[src/rtl/cpu_defs.sv]
// rtl/cpu_defs.sv - shared fetch FSM encoding, opcodes and default reset PC
package cpu_defs;

  typedef enum logic [1:0] {
    ST_IDLE  = 2'd0,
    ST_FETCH = 2'd1,
    ST_VALID = 2'd2
  } fetch_state_e;

  localparam logic [5:0] OP_RTYPE = 6'b000000;
  localparam logic [5:0] OP_LW    = 6'b100011;
  localparam logic [5:0] OP_SW    = 6'b101011;
  localparam logic [5:0] OP_BEQ   = 6'b000100;
  localparam logic [5:0] OP_ADDI  = 6'b001000;
  localparam logic [5:0] OP_J     = 6'b000010;

  localparam logic [31:0] DEFAULT_RESET_PC = 32'h0000_0000;

endpackage

[src/rtl/pc_next.sv]
// rtl/pc_next.sv - combinational next-PC selection: jump, taken beq, or pc+4
module pc_next (
  input  logic [31:0] pc,
  input  logic [31:0] instr,
  input  logic        branch,
  input  logic        zero,
  input  logic        jump,
  output logic [31:0] pcplus4,
  output logic [31:0] pc_nxt
);

  logic [31:0] br_offset;
  logic [31:0] br_target;
  logic [31:0] j_target;

  always_comb begin
    pcplus4   = pc + 32'd4;
    br_offset = {{14{instr[15]}}, instr[15:0], 2'b00};
    br_target = pcplus4 + br_offset;
    // jump keeps the 256 MB region of the delay-slot address
    j_target  = {pcplus4[31:28], instr[25:0], 2'b00};
    if (jump) begin
      pc_nxt = j_target;
    end else if (branch && zero) begin
      pc_nxt = br_target;
    end else begin
      pc_nxt = pcplus4;
    end
  end

endmodule

[src/rtl/ifetch.sv]
// rtl/ifetch.sv - instruction fetch stage: PC, imem handshake, instruction register
module ifetch
  import cpu_defs::*;
#(
  parameter logic [31:0] RESET_PC = DEFAULT_RESET_PC
) (
  input  logic        clk,
  input  logic        reset_n,
  output logic        imem_req,
  output logic [31:0] imem_addr,
  input  logic        imem_ack,
  input  logic [31:0] imem_rdata,
  output logic        instr_valid,
  input  logic        instr_ready,
  input  logic        branch,
  input  logic        zero,
  input  logic        jump,
  output logic [31:0] pc,
  output logic [31:0] pcplus4,
  output logic [31:0] instr,
  output logic [5:0]  op,
  output logic [5:0]  funct,
  output logic [31:0] instret
);

  fetch_state_e state_q, state_d;
  logic [31:0]  pc_q, pc_d;
  logic [31:0]  instr_q, instr_d;
  logic [31:0]  instret_q, instret_d;
  logic [31:0]  pc_nxt;
  logic         accept;

  pc_next u_pc_next (
    .pc      (pc_q),
    .instr   (instr_q),
    .branch  (branch),
    .zero    (zero),
    .jump    (jump),
    .pcplus4 (pcplus4),
    .pc_nxt  (pc_nxt)
  );

  always_comb begin
    state_d     = state_q;
    pc_d        = pc_q;
    instr_d     = instr_q;
    instret_d   = instret_q;
    imem_req    = 1'b0;
    instr_valid = 1'b0;
    accept      = 1'b0;
    case (state_q)
      ST_IDLE: begin
        state_d = ST_FETCH;
      end
      ST_FETCH: begin
        imem_req = 1'b1;
        if (imem_ack) begin
          instr_d = imem_rdata;
          state_d = ST_VALID;
        end
      end
      ST_VALID: begin
        instr_valid = 1'b1;
        accept      = instr_ready;
        if (instr_ready) begin
          pc_d      = pc_nxt;
          instret_d = instret_q + 32'd1;
          state_d   = ST_FETCH;
        end
      end
      default: begin
        state_d = ST_IDLE;
      end
    endcase
  end

  always_ff @(posedge clk or negedge reset_n) begin
    if (!reset_n) begin
      state_q   <= ST_IDLE;
      pc_q      <= RESET_PC;
      instr_q   <= 32'd0;
      instret_q <= 32'd0;
    end else begin
      state_q   <= state_d;
      pc_q      <= pc_d;
      instr_q   <= instr_d;
      instret_q <= instret_d;
    end
  end

  assign imem_addr = pc_q;
  assign pc        = pc_q;
  assign instr     = instr_q;
  assign op        = instr_q[31:26];
  assign funct     = instr_q[5:0];
  assign instret   = instret_q;

endmodule

[config.mk]
export PLATFORM = sky130hd
export DESIGN_NAME = ifetch
export DESIGN_NICKNAME = d
export VERILOG_FILES = /design/src/rtl/cpu_defs.sv /design/src/rtl/pc_next.sv /design/src/rtl/ifetch.sv
export SDC_FILE = /design/constraint.sdc
export NUM_CORES = 1
export LEC_CHECK = 0
export ABC_AREA = 1
export BUFFER_PORTS_ARGS = -buffer_cell sky130_fd_sc_hd__buf_2
export CORE_ASPECT_RATIO = 1.5
export CORE_MARGIN = 2
export CORE_UTILIZATION = 58
export CTS_CLUSTER_DIAMETER = 50
export DETAILED_ROUTE_END_ITERATION = 10
export PLACE_DENSITY = 0.89
export SYNTH_ARGS = -nofsm -noshare
export SYNTH_HDL_FRONTEND = slang
export SYNTH_SLANG_ARGS = --single-unit
[constraint.sdc]
create_clock -name clk -period 8.15 [get_ports clk]
set_input_delay 1.2225 -clock clk [delete_from_list [all_inputs] [get_ports clk]]
set_output_delay 1.2225 -clock clk [all_outputs]
set_load 0.01 [all_outputs]
==> results of run 1 <==
placed cells by master, fill, tap and decap left out, drive strengths merged, types with 27 or more instances in the layout:
master | netlist | layout
dfrtp | 96 | 96
xor2 | 36 | 36
nand3 | 77 | 77
o21ai | 38 | 38
ha | 37 | 37
nand2 | 369 | 369
inv | 172 | 176
nor2 | 101 | 101
mux2 | 27 | 27
buf | 51 | 209
a21oi | 59 | 59
state kept, by name (all words and copies together), names as in the netlist:
name,count
instret,32
state_q,2
imem_addr,30
instr,32
final timing paths:
check | end | cells after the start | slack [ps]
min in group asynchronous | instr[28] | 1 | 830
max in group asynchronous | instret[6] | 2 | 6120
worst min-delay path | instret[31] | 1 | 480
worst max register to register | imem_addr[31] | 20 | 4440
worst min register to register | instret[31] | 1 | 480
worst max-delay path | pcplus4[14] | 8 | 4430
synth_stat cells, types with 3 or more instances:
library cell,instances
dfrtp_1,96
xnor2_1,15
nor3_1,17
o21a_1,3
a21boi_0,3
nand3_1,77
mux2_2,27
inv_1,170
and2_1,3
nor4_1,7
nor2_4,4
nand2_2,4
ha_1,37
buf_4,48
nand3b_1,4
o21ai_0,38
a21oi_1,59
xor2_1,36
clkbuf_1,14
nor2_1,93
nand4_1,11
nand2_1,364
nor2_2,4
or2_2,6
metal layers:
metal	GRT usage	up-vias
met4	0.188	0
met3	0.0509	95
met1	0.433	3845
met2	0.649	379
met5	0	-
li1	-	3948
metrics by stage:
step	instance area, um^2	power [W]	hold slack, ps	utilization
4_1_cts	9040	0.00390	478	0.674
3_3_place_gp	8740	0.00341	459	0.652
2_1_floorplan	7910	0.00267	472	-
5_1_grt	9040	0.00424	512	0.674
3_5_place_dp	8740	0.00345	463	0.652
6_report	9040	0.00392	479	0.674
layout make-up:
class | instances | share of cell area
clock buffer | 10 | 0.0264
multi-input combinational | 838 | 0.491
timing repair buffer | 209 | 0.117
sequential | 96 | 0.266
inverter | 172 | 0.0714
tap | 162 | 0.0224
clock inverter | 6 | 0.00637
power by group through the flow:
stage	logic (W)	registers, W	clock network [W]
after floorplan	0.00177	0.000910	0
after global placement	0.00252	0.000896	0
after detailed placement	0.00255	0.000906	0
after CTS	0.00257	0.000896	0.000434
after global routing	0.00286	0.000927	0.000453
final	0.00258	0.000909	0.000428
cell families (layout without fill, tap and decap cells):
family	count (synthesis)	after routing	share of synthesized area
mux	27	27	0.0385
fa+ha+maj	38	38	0.0612
flops	96	96	0.305
simple gates	600	600	0.323
xor+xnor	51	51	0.0566
compound gates	116	116	0.0799
buf+inv	237	397	0.136
other cells	1	6	0.000475
worst reg2reg max path, delay by kind of cell, from the launching register on:
kind	cells	cell delay, ps
XOR/XNOR	1	250
adder cells (fa/ha/maj)	2	620
buffers and inverters	3	290
flip-flops	1	490
AND/OR/NAND/NOR	14	1990
==> impl_metrics.env, run 1 <==
export IMPL_synthArstFlopShare=1.00
export IMPL_status="completed"
export IMPL_num_vias=8267
export IMPL_wl_um=27000
export IMPL_syn_area_per_cell_um2=6.77
export IMPL_seq_area_frac_synth=0.305
export IMPL_route_met3_wl_um=1670
export IMPL_io_pins=213
export IMPL_yosys_warnings=0
export IMPL_yosysTopAreaCell="dfrtp_1"
export IMPL_met1_length_um=9840
export IMPL_drt_iter0_markers=597
export IMPL_viasPerCell=5.54
export IMPL_die_x_um=99.2
export IMPL_p_per_area_mw_per_mm2=433
export IMPL_min_path_type="flop to flop"
export IMPL_syn2layout_area_growth_pct=14.6
export IMPL_multiInputGateArea_mm2=0.00444
export IMPL_cp_num_buf_inv=3
export IMPL_path_delay_family="simple AND/OR/NAND/NOR gates"
export IMPL_ys_top_cells_by_area="dfrtp_1 30%, nand2_1 17%, inv_1 8.1%"
export IMPL_die_area_mm2=0.0146
export IMPL_track_usage=0.369
export IMPL_htree_levels=3
export IMPL_cts_buffers=9
export IMPL_slowest_stage="dfrtp_1"
export IMPL_clock_sinks=96
export IMPL_path_cells="ha_1, nand2_1, nor2_2, inv_1, nor2_1, xor2_1, inv_1, buf_2"
export IMPL_drive_above_1_share=0.208
export IMPL_finalWeightedCongestion=1.03
export IMPL_irDropWorstVdd_mv=0.216
export IMPL_power_share_clock=0.109
export IMPL_setup_viol=0
export IMPL_path_common_cell="inv_1"
export IMPL_drcViolationCount=0
export IMPL_io_buffers=206
export IMPL_post_dp_hpwl_um=21700
export IMPL_n_antenna_cell=0
export IMPL_coreArea_mm2=0.0134
export IMPL_ant_nets=0
export IMPL_cp_start_kind="flop"
export IMPL_worstMarginPinSlew_ps=906
export IMPL_place_inst=1477
export IMPL_grt_pass1_vias=7925
export IMPL_grt_max_degree=65
export IMPL_grt_pass1_wl_um=41700
export IMPL_synth_top_area_frac=0.305
export IMPL_finalWorstSetupSlack_ps=4430
export IMPL_register_area_mm2=0.00240
export IMPL_drt_first_pass_iters=5
export IMPL_cp_startpoint="imem_addr[2]"
export IMPL_p_sw_frac=0.543
export IMPL_cp_max_fo=7
export IMPL_die_h_um=147
export IMPL_postCtsSetupBuffers=0
export IMPL_routed_wl_met2_um=14000
export IMPL_synthCells=1166
export IMPL_cts_resized=0
export IMPL_worst_setup_path_type="flop to output port"
export IMPL_cellLeakagePower_nw=5.18
export IMPL_grt_setup_unrepaired="false"
export IMPL_critPathMaxStageDelay_ps=490
export IMPL_rows=52
export IMPL_fmax_mhz=269
export IMPL_cts_tree="built"
export IMPL_max_slew_margin=0.394
export IMPL_internal_power_w=0.00179
export IMPL_syn_area_mm2=0.00789
export IMPL_cp_required_ps=6930
export IMPL_p_sw_w=0.00213
export IMPL_ys_ff_latch=96
export IMPL_fin_skew_ps=10.7
export IMPL_fin_cells=1493
export IMPL_route_detailed_wl_per_inst_um=18.1
export IMPL_cp_end_kind="output port"
export IMPL_clkSlewWorstSetupHoldPaths_ps=70
export IMPL_timing_rr_start="imem_addr[2]"
export IMPL_clock_path_buffers=2
export IMPL_fin_crit_sh=0.456
export IMPL_finalSetupTns_ps=0
export IMPL_sequentialPowerShare=0.232
export IMPL_antenna_found_initial=0
export IMPL_hold_viol=0
export IMPL_initial_core_util=0.589
export IMPL_layout_min_cycle_time_ps=3720
export IMPL_synth_cell_types=42
export IMPL_fillers=1249
export IMPL_holdBufCountCts=0
export IMPL_synth_edff_count=0
export IMPL_arrival_ps=2500
export IMPL_fin_nets=1403
export IMPL_pre_cts_ws_ps=4570
export IMPL_cts_root_buf="clkbuf_16"
export IMPL_comb_power_share=0.659
export IMPL_top_layer="met4"
export IMPL_final_max_slew_viol_count=0
export IMPL_clock_latency_ps=350
export IMPL_globalRoute_totalOverflow=0
export IMPL_hold_start="instret[31]"
export IMPL_synth_main_ff_cell="dfrtp_1"
export IMPL_maxCapViolCount=0
Note: power is estimated with default switching activity, not from simulation.
==> run 2: changes to the inputs <==
--- a/config.mk
+++ b/config.mk
@@ -9,10 +9,10 @@
 export BUFFER_PORTS_ARGS = -buffer_cell sky130_fd_sc_hd__buf_2
 export CORE_ASPECT_RATIO = 1.5
 export CORE_MARGIN = 2
-export CORE_UTILIZATION = 58
+export CORE_UTILIZATION = 49
 export CTS_CLUSTER_DIAMETER = 50
 export DETAILED_ROUTE_END_ITERATION = 10
-export PLACE_DENSITY = 0.89
+export PLACE_DENSITY = 0.8
 export SYNTH_ARGS = -nofsm -noshare
 export SYNTH_HDL_FRONTEND = slang
 export SYNTH_SLANG_ARGS = --single-unit
==> constraint.sdc (replaced) <==
create_clock -name clk -period 3.3 [get_ports clk]
set_input_delay 0.495 -clock clk [delete_from_list [all_inputs] [get_ports clk]]
set_output_delay 0.495 -clock clk [all_outputs]
set_load 0.01 [all_outputs]
==> impl_metrics.env, run 2 (synthesized netlist as in run 1, its figures left out) <==
export IMPL_fmax_mhz=324
export IMPL_fin_nets=1435
export IMPL_clock_sinks=96
export IMPL_min_path_type="primary input to async pin"
export IMPL_coreArea_mm2=0.0157
export IMPL_internal_power_w=0.00479
export IMPL_irDropWorstVdd_mv=0.455
export IMPL_globalRoute_totalOverflow=0
export IMPL_mostFrequentLayoutCell="nand2_1"
export IMPL_maxCapViolCount=0
export IMPL_fin_skew_ps=8.65
export IMPL_cp_max_fo=5
export IMPL_die_area_mm2=0.0172
export IMPL_wl_um=26700
export IMPL_clock_latency_ps=350
export IMPL_syn2layout_area_growth_pct=20.7
export IMPL_num_vias=8458
export IMPL_clock_path_buffers=2
export IMPL_track_usage=0.310
export IMPL_fin_crit_sh=0.935
export IMPL_hold_viol=0
export IMPL_holdBufCountCts=0
export IMPL_finalSetupTns_ps=0
export IMPL_htree_levels=3
export IMPL_io_pins=213
export IMPL_arrival_ps=3330
export IMPL_final_max_slew_viol_count=0
export IMPL_power_share_clock=0.111
export IMPL_cts_root_buf="clkbuf_16"
export IMPL_cts_tree="built"
export IMPL_layout_min_cycle_time_ps=3090
export IMPL_cts_buffers=9
export IMPL_cp_required_ps=3550
export IMPL_fin_cells=1566
export IMPL_worstMarginPinSlew_ps=1030
export IMPL_drive_above_1_share=0.252
export IMPL_n_antenna_cell=0
export IMPL_cp_end_kind="flop"
export IMPL_cellLeakagePower_nw=5.35
export IMPL_holdWs_ps=161
export IMPL_drt_first_pass_iters=6
export IMPL_route_detailed_wl_per_inst_um=17.1
export IMPL_clkSlewWorstSetupHoldPaths_ps=70
export IMPL_grt_pass1_vias=8134
export IMPL_initial_core_util=0.503
export IMPL_sequentialPowerShare=0.214
export IMPL_viasPerCell=5.40
export IMPL_drcViolationCount=0
export IMPL_worst_setup_path_type="flop to flop"
export IMPL_antenna_found_initial=0
export IMPL_die_x_um=108
export IMPL_io_buffers=206
export IMPL_grt_max_degree=52
export IMPL_place_inst=1549
export IMPL_final_core_util=0.607
export IMPL_p_per_area_mw_per_mm2=1070
export IMPL_rows=56
export IMPL_drt_iter0_markers=748
export IMPL_p_sw_frac=0.531
export IMPL_comb_power_share=0.676
export IMPL_status="completed"
export IMPL_finalWeightedCongestion=0.996
export IMPL_post_dp_hpwl_um=21300
export IMPL_ant_nets=0
export IMPL_die_h_um=159
export IMPL_cp_start_kind="flop"
export IMPL_max_slew_margin=0.314
export IMPL_setup_viol=0
export IMPL_final_cell_mix="358 x nand2_1, 205 x buf_2, 169 x inv_1"
export IMPL_grt_pass1_wl_um=41500
export IMPL_p_sw_w=0.00541
==> run 2: per-layer routing <==
metal / wire length (um) / share of wire / up-vias / GRT usage
met5: 0 / 0 / - / 0
met4: 1670 / 0.062 / 0 / 0.182
met3: 2030 / 0.076 / 106 / 0.0368
met2: 13200 / 0.49 / 435 / 0.531
met1: 9860 / 0.37 / 3906 / 0.366
li1: - / - / 4011 / -
==> run 2: per-stage QoR <==
step | instance area, um^2 | total power (W) | worst slack, ps
floorplan | 7910 | 0.00661 | 470
global placement | 9040 | 0.00866 | 6.72
detailed placement | 9040 | 0.00875 | -15.9
CTS | 9360 | 0.00991 | 15.1
global route | 9520 | 0.0110 | -4.41
finish | 9520 | 0.0102 | 215
==> run 2: final timing paths <==
kind                               start             to  slack (ps)  cells past startpoint
max in group asynchronous        reset_n  imem_addr[22]        2400                      2
min in group clk                imem_ack     state_q[0]         350                      2
max                        imem_addr[20]  imem_addr[31]         210                     18
max reg2reg                imem_addr[20]  imem_addr[31]         210                     18
min reg2reg                  instret[31]    instret[31]         480                      1
min                              reset_n      instr[29]         160                      1
==> run 2: what timing repair did <==
item | 4_1_cts | 5_1_grt
pin swaps | 0 | 4
setup endpoints to repair | 2 | 22
buffers inserted | 0 | 1
resized for setup | 2 | 46
==> run 2: cell type report <==
| class | count | area [um^2] |
|---|---|---|
| inverters | 172 | 646 |
| fillers | 1523 | 6180 |
| repair buffers | 241 | 1310 |
| clock inverters | 4 | 58.8 |
| clock buffers | 12 | 256 |
| multi-input cells | 838 | 4590 |
| well taps | 203 | 254 |
| flip-flops and latches | 96 | 2410 |
==> run 2: worst max-delay path, cell delays in order, from the launching register on <==
cell	delay [ps]
dfrtp_1	470
nand2_1	180
nor3_1	250
nand2_1	120
nor3_1	390
nand3_1	130
nand2_1	150
inv_1	70
ha_1	360
nand3_1	140
nor2_1	140
and3_1	170
nand2_1	50
nand2_1	90
inv_1	40
nand2_1	50
nand3_1	70
nand2_1	70
nand2_1	50
==> run 2: power by group through the flow <==
| stage | Sequential (W) | Combinational [W] | Clock [W] |
|---|---|---|---|
| final | 0.00218 | 0.00689 | 0.00113 |
| after global routing | 0.00223 | 0.00760 | 0.00118 |
| after CTS | 0.00214 | 0.00663 | 0.00114 |
| after detailed placement | 0.00215 | 0.00659 | 0 |
| after global placement | 0.00215 | 0.00651 | 0 |
| after floorplan | 0.00225 | 0.00436 | 0 |
